**src/rtl/fib_pkg.sv**
```systemverilog
// Shared definitions for the Fibonacci engine and its BCD converter.
//   FIB_N       : default binary result width
//   FIB_D       : default number of BCD digits for display
//   fib_state_e : three-state handshake FSM encoding (idle/op/done)
package fib_pkg;

  localparam int unsigned FIB_N = 20;
  localparam int unsigned FIB_D = 7;

  typedef enum logic [1:0] {
    ST_IDLE = 2'b00,
    ST_OP   = 2'b01,
    ST_DONE = 2'b10
  } fib_state_e;

endpackage

```
**src/rtl/bcd_digit_adj.sv**
```systemverilog
// Double-dabble digit correction cell: a digit of 5..9 gets +3 so the
// following left shift carries correctly into the next decimal digit.
//   digit_i : current BCD digit
//   digit_o : corrected digit (4-bit wrap, no carry out)
module bcd_digit_adj (
  input  logic [3:0] digit_i,
  output logic [3:0] digit_o
);

  always_comb begin
    digit_o = digit_i;
    if (digit_i > 4'd4) digit_o = digit_i + 4'd3;
  end

endmodule

```
**src/rtl/fib_bin2bcd.sv**
```systemverilog
// Sequential binary-to-BCD converter (shift-add-3), one input bit per cycle.
//   clk       : clock, rising edge
//   rst       : asynchronous active-high reset
//   start     : conversion request, sampled only while idle
//   bin       : N-bit binary value, captured when start is accepted
//   ready     : high while idle
//   done_tick : one-cycle pulse when conversion completes
//   bcd       : D packed digits, digit 0 in [3:0]
module fib_bin2bcd
  import fib_pkg::*;
#(
  parameter int unsigned N = FIB_N,
  parameter int unsigned D = FIB_D
) (
  input  logic           clk,
  input  logic           rst,
  input  logic           start,
  input  logic [N-1:0]   bin,
  output logic           ready,
  output logic           done_tick,
  output logic [4*D-1:0] bcd
);

  localparam int unsigned CW = $clog2(N + 1);

  fib_state_e     state_q;
  logic [N-1:0]   sh_q;
  logic [4*D-1:0] dig_q;
  logic [4*D-1:0] dig_adj;
  logic [CW-1:0]  cnt_q;

  for (genvar g = 0; g < D; g++) begin : g_adj
    bcd_digit_adj u_adj (
      .digit_i (dig_q[4*g +: 4]),
      .digit_o (dig_adj[4*g +: 4])
    );
  end

  always_ff @(posedge clk or posedge rst) begin
    if (rst) begin
      state_q <= ST_IDLE;
      sh_q    <= '0;
      dig_q   <= '0;
      cnt_q   <= '0;
    end else begin
      case (state_q)
        ST_IDLE: begin
          if (start) begin
            sh_q    <= bin;
            dig_q   <= '0;
            cnt_q   <= CW'(N);
            state_q <= ST_OP;
          end
        end
        ST_OP: begin
          dig_q <= {dig_adj[4*D-2:0], sh_q[N-1]};
          sh_q  <= {sh_q[N-2:0], 1'b0};
          cnt_q <= cnt_q - CW'(1);
          // Leave on the edge that takes the counter to zero.
          if (cnt_q == CW'(1)) state_q <= ST_DONE;
        end
        ST_DONE: state_q <= ST_IDLE;
        default: state_q <= ST_IDLE;
      endcase
    end
  end

  assign ready     = (state_q == ST_IDLE);
  assign done_tick = (state_q == ST_DONE);
  assign bcd       = dig_q;

endmodule

```
**config.mk**
```make
export PLATFORM = sky130hd
export DESIGN_NAME = fib_bin2bcd
export DESIGN_NICKNAME = d
export VERILOG_FILES = /design/src/rtl/fib_pkg.sv /design/src/rtl/bcd_digit_adj.sv /design/src/rtl/fib_bin2bcd.sv
export SDC_FILE = /design/constraint.sdc
export NUM_CORES = 1
export LEC_CHECK = 0
export ABC_AREA = 1
export BUFFER_PORTS_ARGS = -buffer_cell sky130_fd_sc_hd__buf_4
export CAP_MARGIN = 10
export CORE_UTILIZATION = 30
export CTS_CLUSTER_SIZE = 10
export DETAILED_ROUTE_END_ITERATION = 12
export PLACE_DENSITY_LB_ADDON = 0.15
export SYNTH_ARGS = -nofsm -noshare
export SYNTH_HDL_FRONTEND = slang
export SYNTH_SLANG_ARGS = --single-unit
```
**constraint.sdc**
```tcl
create_clock -name clk -period 2.1 [get_ports clk]
set_input_delay 0.315 -clock clk [delete_from_list [all_inputs] [get_ports clk]]
set_output_delay 0.315 -clock clk [all_outputs]
set_load 0.02 [all_outputs]
```
==> impl_metrics.csv, run 1 <==
group,metric,value,unit
sta,worst_pin_slew,0.582,ns
critical_path,crit_path_start_kind,"flip-flop",
floorplan,core_region_area,9330,um2
power,p_clk_frac,0.115,
sta,hold_violations,0,
power,p_sw_frac,0.464,
logic_synthesis,yosysMostFrequentCell,"nand2_1",
place,hpwl,4.47,mm
critical_path,cp_data_arrival_time,1.73,ns
grt,antenna_found_initial,0,
grt,gr-total-overflow,0,
clocking,clk_pin_slew,0.10,ns
floorplan,die-area,10100,um2
sta,min_period,1.50,ns
logic_synthesis,netlist.area_leader.share,0.474,
clocking,cts_resized,0,
logic_synthesis,syn_avg_cell_area,7.67,um2
floorplan,num_rows,35,
cells_and_area,diodes,0,
clocking,htree_levels,2,
critical_path,critPathKind,"reg2reg",
logic_synthesis,synthArstFlopShare,1.00,
power,power.total,5.53,mW
logic_synthesis,yosysSeqAreaShare,0.474,
clocking,postCtsSetupBuffers,0,
logic_synthesis,synth_area_leaders,"dfrtp_1, nand2_1, nand3_1, inv_1, ha_1",
clocking,clkSinkCount,55,
detailed_routing,vias,2502,
sta,slew_headroom,0.612,
critical_path,worstPathRequired,2.33,ns
detailed_routing,dr.pass1.iters,4,
logic_synthesis,yosysWarnings,0,
logic_synthesis,synth_area_leader_cell,"dfrtp_1",
critical_path,end_kind,"flip-flop",
power,p_sw,2.57,mW
floorplan,die_w,100,um
clocking,cts_made_buffers,5,
sta,fmax,668,MHz
place,dp.cells,552,
floorplan,initial_core_util,0.312,
sta,setup_violations,0,
sta,timing.final.crit_share,0.713,
run,cap_viol_max_count,0,
logic_synthesis,yosys-top-cells-count,"nand2_1, dfrtp_1, nand3_1",
place,gp_congestion,0.745,
detailed_routing,drtIter0Drc,111,
logic_synthesis,syn_nets,411,
cells_and_area,final_layout_size_suffix_gt1_frac,0.179,
power,vdd_drop_max,0.000444,V
power,power.internal,2.96,mW
clocking,cts_tree,"yes",
power,p_leak,1.89,nW
logic_synthesis,netlist_area,2910,um2
cells_and_area,area_growth_syn_to_layout,20.9,%
grt,grt_use_total,0.143,
clocking,hold_buffers,0,
logic_synthesis,synth_cells,379,
logic_synthesis,synth_edf_count,0,
cells_and_area,fill_cells,1008,
logic_synthesis,synth-main-ff-cell,"dfrtp_1",
critical_path,cp_max_fo,20,
grt,grt_pass1_wl,11.3,mm
detailed_routing,drc,0,
sta,rsz0062_at_grt,"no",
power,p_comb_frac,0.535,
power,powerDensity,1570,nW/um2
detailed_routing,wl_per_cell,11.7,um
floorplan,pin_count,53,
detailed_routing,wl,6.57,mm
clocking,root_buffer,"clkbuf_8",
floorplan,die_y,100,um
cells_and_area,fin_nets,462,
sta,fin_skew,0.00604,ns
worst_hold_path,hold_path.class,"in2async",
logic_synthesis,synth.distinct_cells,21,
clocking,clk-insertion-delay-late,0.31,ns
place,port_buffers,52,
detailed_routing,antenna_left,0,
logic_synthesis,synth_seq_cells,55,
sta,drv_slew,0,
clocking,clockBufferDepth,2,
grt,grt_pass1_vias,2400,
detailed_routing,viasPerCell,4.47,
sta,tns,0,ns
power,seq_power_share,0.350,
cells_and_area,stdcell_count,560,
status,status,"completed",
grt,grt_max_degree,56,
placed cells by master, fill, tap and decap left out, drive strengths merged:
cell type,synthesis,final
a21oi,14,14
buf,11,57
clkbuf,2,7
clkinv,0,1
dfrtp,55,55
ha,9,9
inv,45,45
nand2,166,166
nand3,46,46
nand4,1,1
nor2,10,10
nor3,1,1
o211ai,9,9
o21ai,1,1
o22ai,9,9
through the flow:
step	instance area, um2	utilization	hold WS [ns]	setup WS, ns
floorplan	2910	-	0.432	0.442
CTS	3510	0.377	0.0558	0.559
detailed placement	3420	0.367	0.410	0.587
global placement	3420	0.367	0.407	0.581
global route	3510	0.377	0.0387	0.407
finish	3510	0.377	0.0276	0.603
area by class of cell:
| class | instances | area, um2 | area share |
|---|---|---|---|
| Tap cell | 129 | 161 | 0.0459 |
| Sequential cell | 55 | 1380 | 0.392 |
| Inverter | 45 | 169 | 0.0481 |
| Multi-Input combinational cell | 266 | 1270 | 0.362 |
| Timing Repair Buffer | 57 | 440 | 0.125 |
| Clock inverter | 1 | 8.76 | 0.00249 |
| Clock buffer | 7 | 86.3 | 0.0246 |
final timing paths:
check                                 from  endpoint  slack (ns)  depth (start not counted)
worst max-delay path            state_q[0]  sh_q[19]        0.60                          5
worst min-delay path                   rst   bcd[10]        0.03                          3
worst max register to register  state_q[0]  sh_q[19]        0.60                          5
worst min register to register     sh_q[0]   sh_q[0]        0.48                          2
max in group asynchronous              rst   bcd[23]        1.80                          3
min in group clk                    bin[0]   sh_q[0]        0.20                          3
power groups by stage:
stage	Sequential, mW	Clock [mW]	Combinational [mW]
2_1_floorplan	2.17	0	1.90
3_3_place_gp	1.96	0	2.94
3_5_place_dp	1.96	0	3.00
4_1_cts	1.94	0.660	3.01
5_1_grt	2.02	0.708	3.39
6_report	1.94	0.635	2.96
layer usage:
| metal | part of all wire | vias to the layer above | track usage | wire length [um] |
|---|---|---|---|---|
| met4 | 0.016 | 0 | 0.0468 | 104 |
| li1 | - | 1294 | - | - |
| met2 | 0.46 | 40 | 0.241 | 3050 |
| met5 | 0 | - | 0 | 0 |
| met1 | 0.49 | 1160 | 0.186 | 3210 |
| met3 | 0.032 | 8 | 0.0258 | 208 |
kinds of logic after synthesis:
logic type / share of synthesized area
fa+ha+maj: 0.0387
buf+inv: 0.0887
compound gates: 0.0852
flops: 0.474
simple gates: 0.314
critical path: stages (launching register included):
cell and delay (ns):
dfrtp_1 0.42, nor2_1 0.14, nand2_1 0.15, inv_1 0.47, nand2_1 0.12, o211ai_1 0.12
sequential cells by signal (all words and copies together), names as in the netlist:
name and count:
bcd 28, state_q 2, sh_q 20, cnt_q 5
No activity file was read; power rests on OpenSTA's default activity.
==> inputs of run 2 (changes only) <==
==> constraint.sdc (replaced) <==
create_clock -name clk -period 1.5 [get_ports clk]
set_input_delay 0.225 -clock clk [delete_from_list [all_inputs] [get_ports clk]]
set_output_delay 0.225 -clock clk [all_outputs]
set_load 0.02 [all_outputs]
==> impl_metrics.csv, run 2 (synthesis results as in run 1) <==
group,metric,value,unit
sta,drv_slew,0,
power,vdd_drop_max,0.000671,V
cells_and_area,final_cell_mix,"nand2_1, buf_4, dfrtp_1",
floorplan,initial_core_util,0.312,
run,cap_viol_max_count,0,
clocking,root_buffer,"clkbuf_8",
cells_and_area,seq_area,1380,um2
clocking,cts_made_buffers,5,
worst_hold_path,hold_path.class,"in2reg",
cells_and_area,stdcell_count,566,
sta,rsz0062_at_grt,"no",
critical_path,cp_max_fo,3,
cells_and_area,final_layout_size_suffix_gt1_frac,0.190,
grt,grt_pass1_wl,11.3,mm
sta,fin_skew,0.00907,ns
floorplan,core_region_area,9330,um2
detailed_routing,drtIter0Drc,100,
place,port_buffers,52,
floorplan,die_w,100,um
sta,timing.final.crit_share,0.881,
grt,antenna_found_initial,0,
place,gp_congestion,0.754,
power,seq_power_share,0.341,
cells_and_area,fill_cells,959,
detailed_routing,antenna_left,0,
sta,worst_pin_slew,0.552,ns
detailed_routing,wl_per_cell,11.5,um
sta,setup_violations,0,
power,p_leak,1.93,nW
grt,grt_pass1_vias,2439,
floorplan,num_rows,35,
cells_and_area,diodes,0,
critical_path,end_kind,"output port",
detailed_routing,wl,6.53,mm
clocking,clk-insertion-delay-late,0.31,ns
power,p_sw,3.61,mW
power,power.internal,4.35,mW
clocking,clk_pin_slew,0.11,ns
cells_and_area,largest_reg_flops,28,
power,powerDensity,2200,nW/um2
clocking,clockBufferDepth,2,
detailed_routing,dr.pass1.iters,4,
clocking,cts_tree,"yes",
cells_and_area,mostFrequentLayoutCell,"nand2_1",
detailed_routing,vias,2537,
sta,min_period,1.32,ns
floorplan,die_y,100,um
cells_and_area,fin_nets,468,
detailed_routing,viasPerCell,4.48,
cells_and_area,final_util,0.387,
clocking,clkSinkCount,55,
detailed_routing,drc,0,
sta,tns,0,ns
cells_and_area,multi_input_area,1270,um2
critical_path,critPathKind,"reg2out",
grt,gr-total-overflow,0,
power,p_clk_frac,0.128,
status,status,"completed",
critical_path,crit_path_start_kind,"flip-flop",
sta,slew_headroom,0.631,
power,p_comb_frac,0.531,
cells_and_area,area_growth_syn_to_layout,24.1,%
clocking,htree_levels,2,
floorplan,die-area,10100,um2
grt,grt_use_total,0.141,
grt,grt_max_degree,41,
floorplan,pin_count,53,
place,dp.cells,557,
sta,fmax,757,MHz
power,p_sw_frac,0.453,
critical_path,worstPathRequired,1.27,ns
place,hpwl,4.50,mm
sta,hold_violations,0,
critical_path,cp_data_arrival_time,1.10,ns
run 2: path summary, 6_finish.rpt:
kind,start,endpoint,slack [ns],depth (start not counted)
worst min-delay path,bin[0],sh_q[0],0.11,3
min in group asynchronous,rst,sh_q[6],0.45,3
worst max-delay path,state_q[0],ready,0.18,2
max in group asynchronous,rst,bcd[19],0.52,4
worst max register to register,state_q[0],sh_q[14],0.21,5
worst min register to register,sh_q[0],sh_q[0],0.49,2
run 2: layout make-up:
| type | instances | share of cell area |
|---|---|---|
| Sequential cell | 55 | 0.381 |
| Multi-Input combinational cell | 266 | 0.353 |
| Clock buffer | 5 | 0.0191 |
| Clock inverter | 3 | 0.0121 |
| Timing Repair Buffer | 63 | 0.142 |
| Tap cell | 129 | 0.0447 |
| Inverter | 45 | 0.0479 |
run 2: power by group through the flow:
stage | clock network (mW) | registers, mW | logic [mW]
after floorplan | 0 | 3.04 | 2.66
after global placement | 0 | 2.74 | 4.23
after detailed placement | 0 | 2.74 | 4.29
after CTS | 1.06 | 2.71 | 4.30
after global routing | 1.11 | 2.82 | 4.87
final | 1.02 | 2.71 | 4.23
run 2: worst max-delay path, stage by stage (launching register included):
cell and delay, ns:
dfrtp_1 0.42, nor2_1 0.20, buf_4 0.18
run 2: what timing repair did:
| item | in CTS | in global routing |
|---|---|---|
| gates resized for setup | 0 | 0 |
| endpoints found under the setup margin | 0 | 0 |
| endpoints found under the hold margin | 15 | 0 |
| setup buffers | 0 | 0 |
| hold buffers | 1 | 0 |
run 2: metrics by stage:
step	hold WS, ns	cell area, um2	total power, mW	setup WS, ns
after global placement	0.241	3490	6.97	0.221
final	0.108	3610	7.95	0.178
after detailed placement	0.242	3490	7.03	0.207
after CTS	0.0975	3610	8.07	0.169
after global routing	0.123	3610	8.80	0.0452
after floorplan	0.299	2910	5.70	0.160
run 2: routing by layer:
metal,wire (um),part of all wire,global-route usage,vias to the layer above
met5,0,0,0,-
met4,69,0.011,0.0435,0
met3,257,0.039,0.0258,6
met2,3100,0.48,0.240,47
met1,3100,0.47,0.183,1169
li1,-,-,-,1315
==> inputs of run 3 (changes only) <==
--- a/config.mk
+++ b/config.mk
@@ -9,9 +9,11 @@
 export BUFFER_PORTS_ARGS = -buffer_cell sky130_fd_sc_hd__buf_4
 export CAP_MARGIN = 10
 export CORE_UTILIZATION = 30
+export CTS_BUF_LIST = sky130_fd_sc_hd__clkbuf_4 sky130_fd_sc_hd__clkbuf_8 sky130_fd_sc_hd__clkbuf_16
 export CTS_CLUSTER_SIZE = 10
 export DETAILED_ROUTE_END_ITERATION = 12
 export PLACE_DENSITY_LB_ADDON = 0.15
+export RECOVER_POWER = 50
 export SYNTH_ARGS = -nofsm -noshare
 export SYNTH_HDL_FRONTEND = slang
 export SYNTH_SLANG_ARGS = --single-unit
==> impl_metrics.csv, run 3 (synthesis results as in run 1) <==
group,metric,value,unit
status,status,"completed",
power,seq_power_share,0.346,
detailed_routing,antenna_left,0,
sta,min_period,1.32,ns
cells_and_area,final_util,0.382,
critical_path,r2r.worst_path.cells,5,
cells_and_area,fin_nets,468,
floorplan,die_w,100,um
cells_and_area,diodes,0,
cells_and_area,final_cell_mix,"nand2_1, dfrtp_1, nand3_1, buf_4, inv_1",
critical_path,crit_path_start_kind,"flip-flop",
critical_path,cp_data_arrival_time,1.10,ns
run,cap_viol_max_count,0,
power,powerDensity,2200,nW/um2
clocking,cts_tree,"yes",
sta,slew_headroom,0.480,
floorplan,core_region_area,9330,um2
critical_path,worstPathRequired,1.27,ns
sta,fin_skew,0.00868,ns
cells_and_area,stdcell_count,566,
grt,grt_pass1_wl,11.3,mm
sta,drv_slew,0,
place,port_buffers,52,
clocking,clockBufferDepth,2,
cells_and_area,area_growth_syn_to_layout,22.5,%
clocking,cts_made_buffers,5,
place,dpl_cell_area,3490,um2
cells_and_area,largest_reg_flops,28,
floorplan,die_y,100,um
cells_and_area,finalInstanceArea,3560,um2
sta,rsz0062_at_grt,"no",
clocking,htree_levels,2,
detailed_routing,drc,0,
sta,hold_violations,0,
clocking,postCtsSetupBuffers,0,
detailed_routing,wl_per_cell,11.5,um
detailed_routing,dr.pass1.iters,4,
place,hpwl,4.50,mm
sta,fmax,757,MHz
cells_and_area,mostFrequentLayoutCell,"nand2_1",
floorplan,pin_count,53,
clocking,root_buffer,"clkbuf_8",
cells_and_area,fill_cells,975,
grt,grt_use_total,0.141,
critical_path,cp_max_fo,3,
sta,holdWs,0.108,ns
worst_hold_path,hold_path.class,"in2reg",
power,p_clk_frac,0.130,
power,power.total,7.83,mW
floorplan,initial_core_util,0.312,
clocking,clk-insertion-delay-late,0.31,ns
grt,grt_max_degree,41,
floorplan,num_rows,35,
power,p_sw_frac,0.460,
sta,worst_pin_slew,0.776,ns
critical_path,end_kind,"output port",
detailed_routing,viasPerCell,4.48,
place,dp.cells,557,
sta,tns,0,ns
power,vdd_drop_max,0.000604,V
detailed_routing,drtIter0Drc,102,
grt,antenna_found_initial,0,
floorplan,die-area,10100,um2
place,pre_cts_slack,0.207,ns
sta,setup_violations,0,
detailed_routing,vias,2536,
grt,gr-total-overflow,0,
sta,timing.final.crit_share,0.881,
grt,grt_pass1_vias,2439,
power,p_leak,1.88,nW
cells_and_area,final_layout_size_suffix_gt1_frac,0.162,
power,p_sw,3.60,mW
power,p_comb_frac,0.525,
place,gp_congestion,0.754,
detailed_routing,wl,6.53,mm
sta,layout_setup_ws,0.178,ns
clocking,clkSinkCount,55,
critical_path,critPathKind,"reg2out",
clocking,clk_pin_slew,0.11,ns
power,power.internal,4.23,mW
worst_hold_path,min_path_cells,3,
==> run 3: changes by cell type in the layout (fill, tap and decap cells not counted), sizes merged <==
| cell | delta |
|---|---|
| buf | -13 |
| clkbuf | +13 |
==> run 3: what timing repair did <==
action	4_1_cts	5_1_grt
resized for setup	0	0
hold endpoints to repair	15	0
hold buffers	1	0
==> run 3: worst paths after layout <==
check | from | to | slack (ns)
max in group asynchronous | rst | bcd[19] | 0.30
setup / recovery | state_q[0] | ready | 0.18
min in group asynchronous | rst | sh_q[6] | 0.56
setup reg to reg | state_q[0] | sh_q[14] | 0.21
hold reg to reg | sh_q[0] | sh_q[0] | 0.49
hold / removal | bin[0] | sh_q[0] | 0.11
==> run 3: area by class of cell <==
type	instances	area, um2	area share
multi-input cells	266	1270	0.357
flip-flops and latches	55	1380	0.387
well taps	129	161	0.0453
clock inverters	3	43.8	0.0123
clock buffers	5	68.8	0.0193
repair buffers	63	468	0.131
inverters	45	170	0.0478
==> run 3: layer usage <==
layer,wire length (um),up-vias,share of wire,GRT usage
met2,3090,45,0.47,0.240
met5,0,-,0,0
met4,69,0,0.011,0.0435
met1,3100,1170,0.48,0.183
met3,261,6,0.040,0.0258
li1,-,1315,-,-
==> run 3: worst max-delay path, cell delays in order, from the launching register on <==
cell and delay, ns:
dfrtp_1 0.42, nor2_1 0.20, buf_4 0.18
==> run 3: power by group through the flow <==
stage                     logic, mW  clock network [mW]  registers [mW]
after floorplan                2.66                   0            3.04
after global placement         4.23                   0            2.74
after detailed placement       4.29                   0            2.74
after CTS                      4.30                1.06            2.71
after global routing           4.75                1.11            2.82
final                          4.11                1.01            2.71
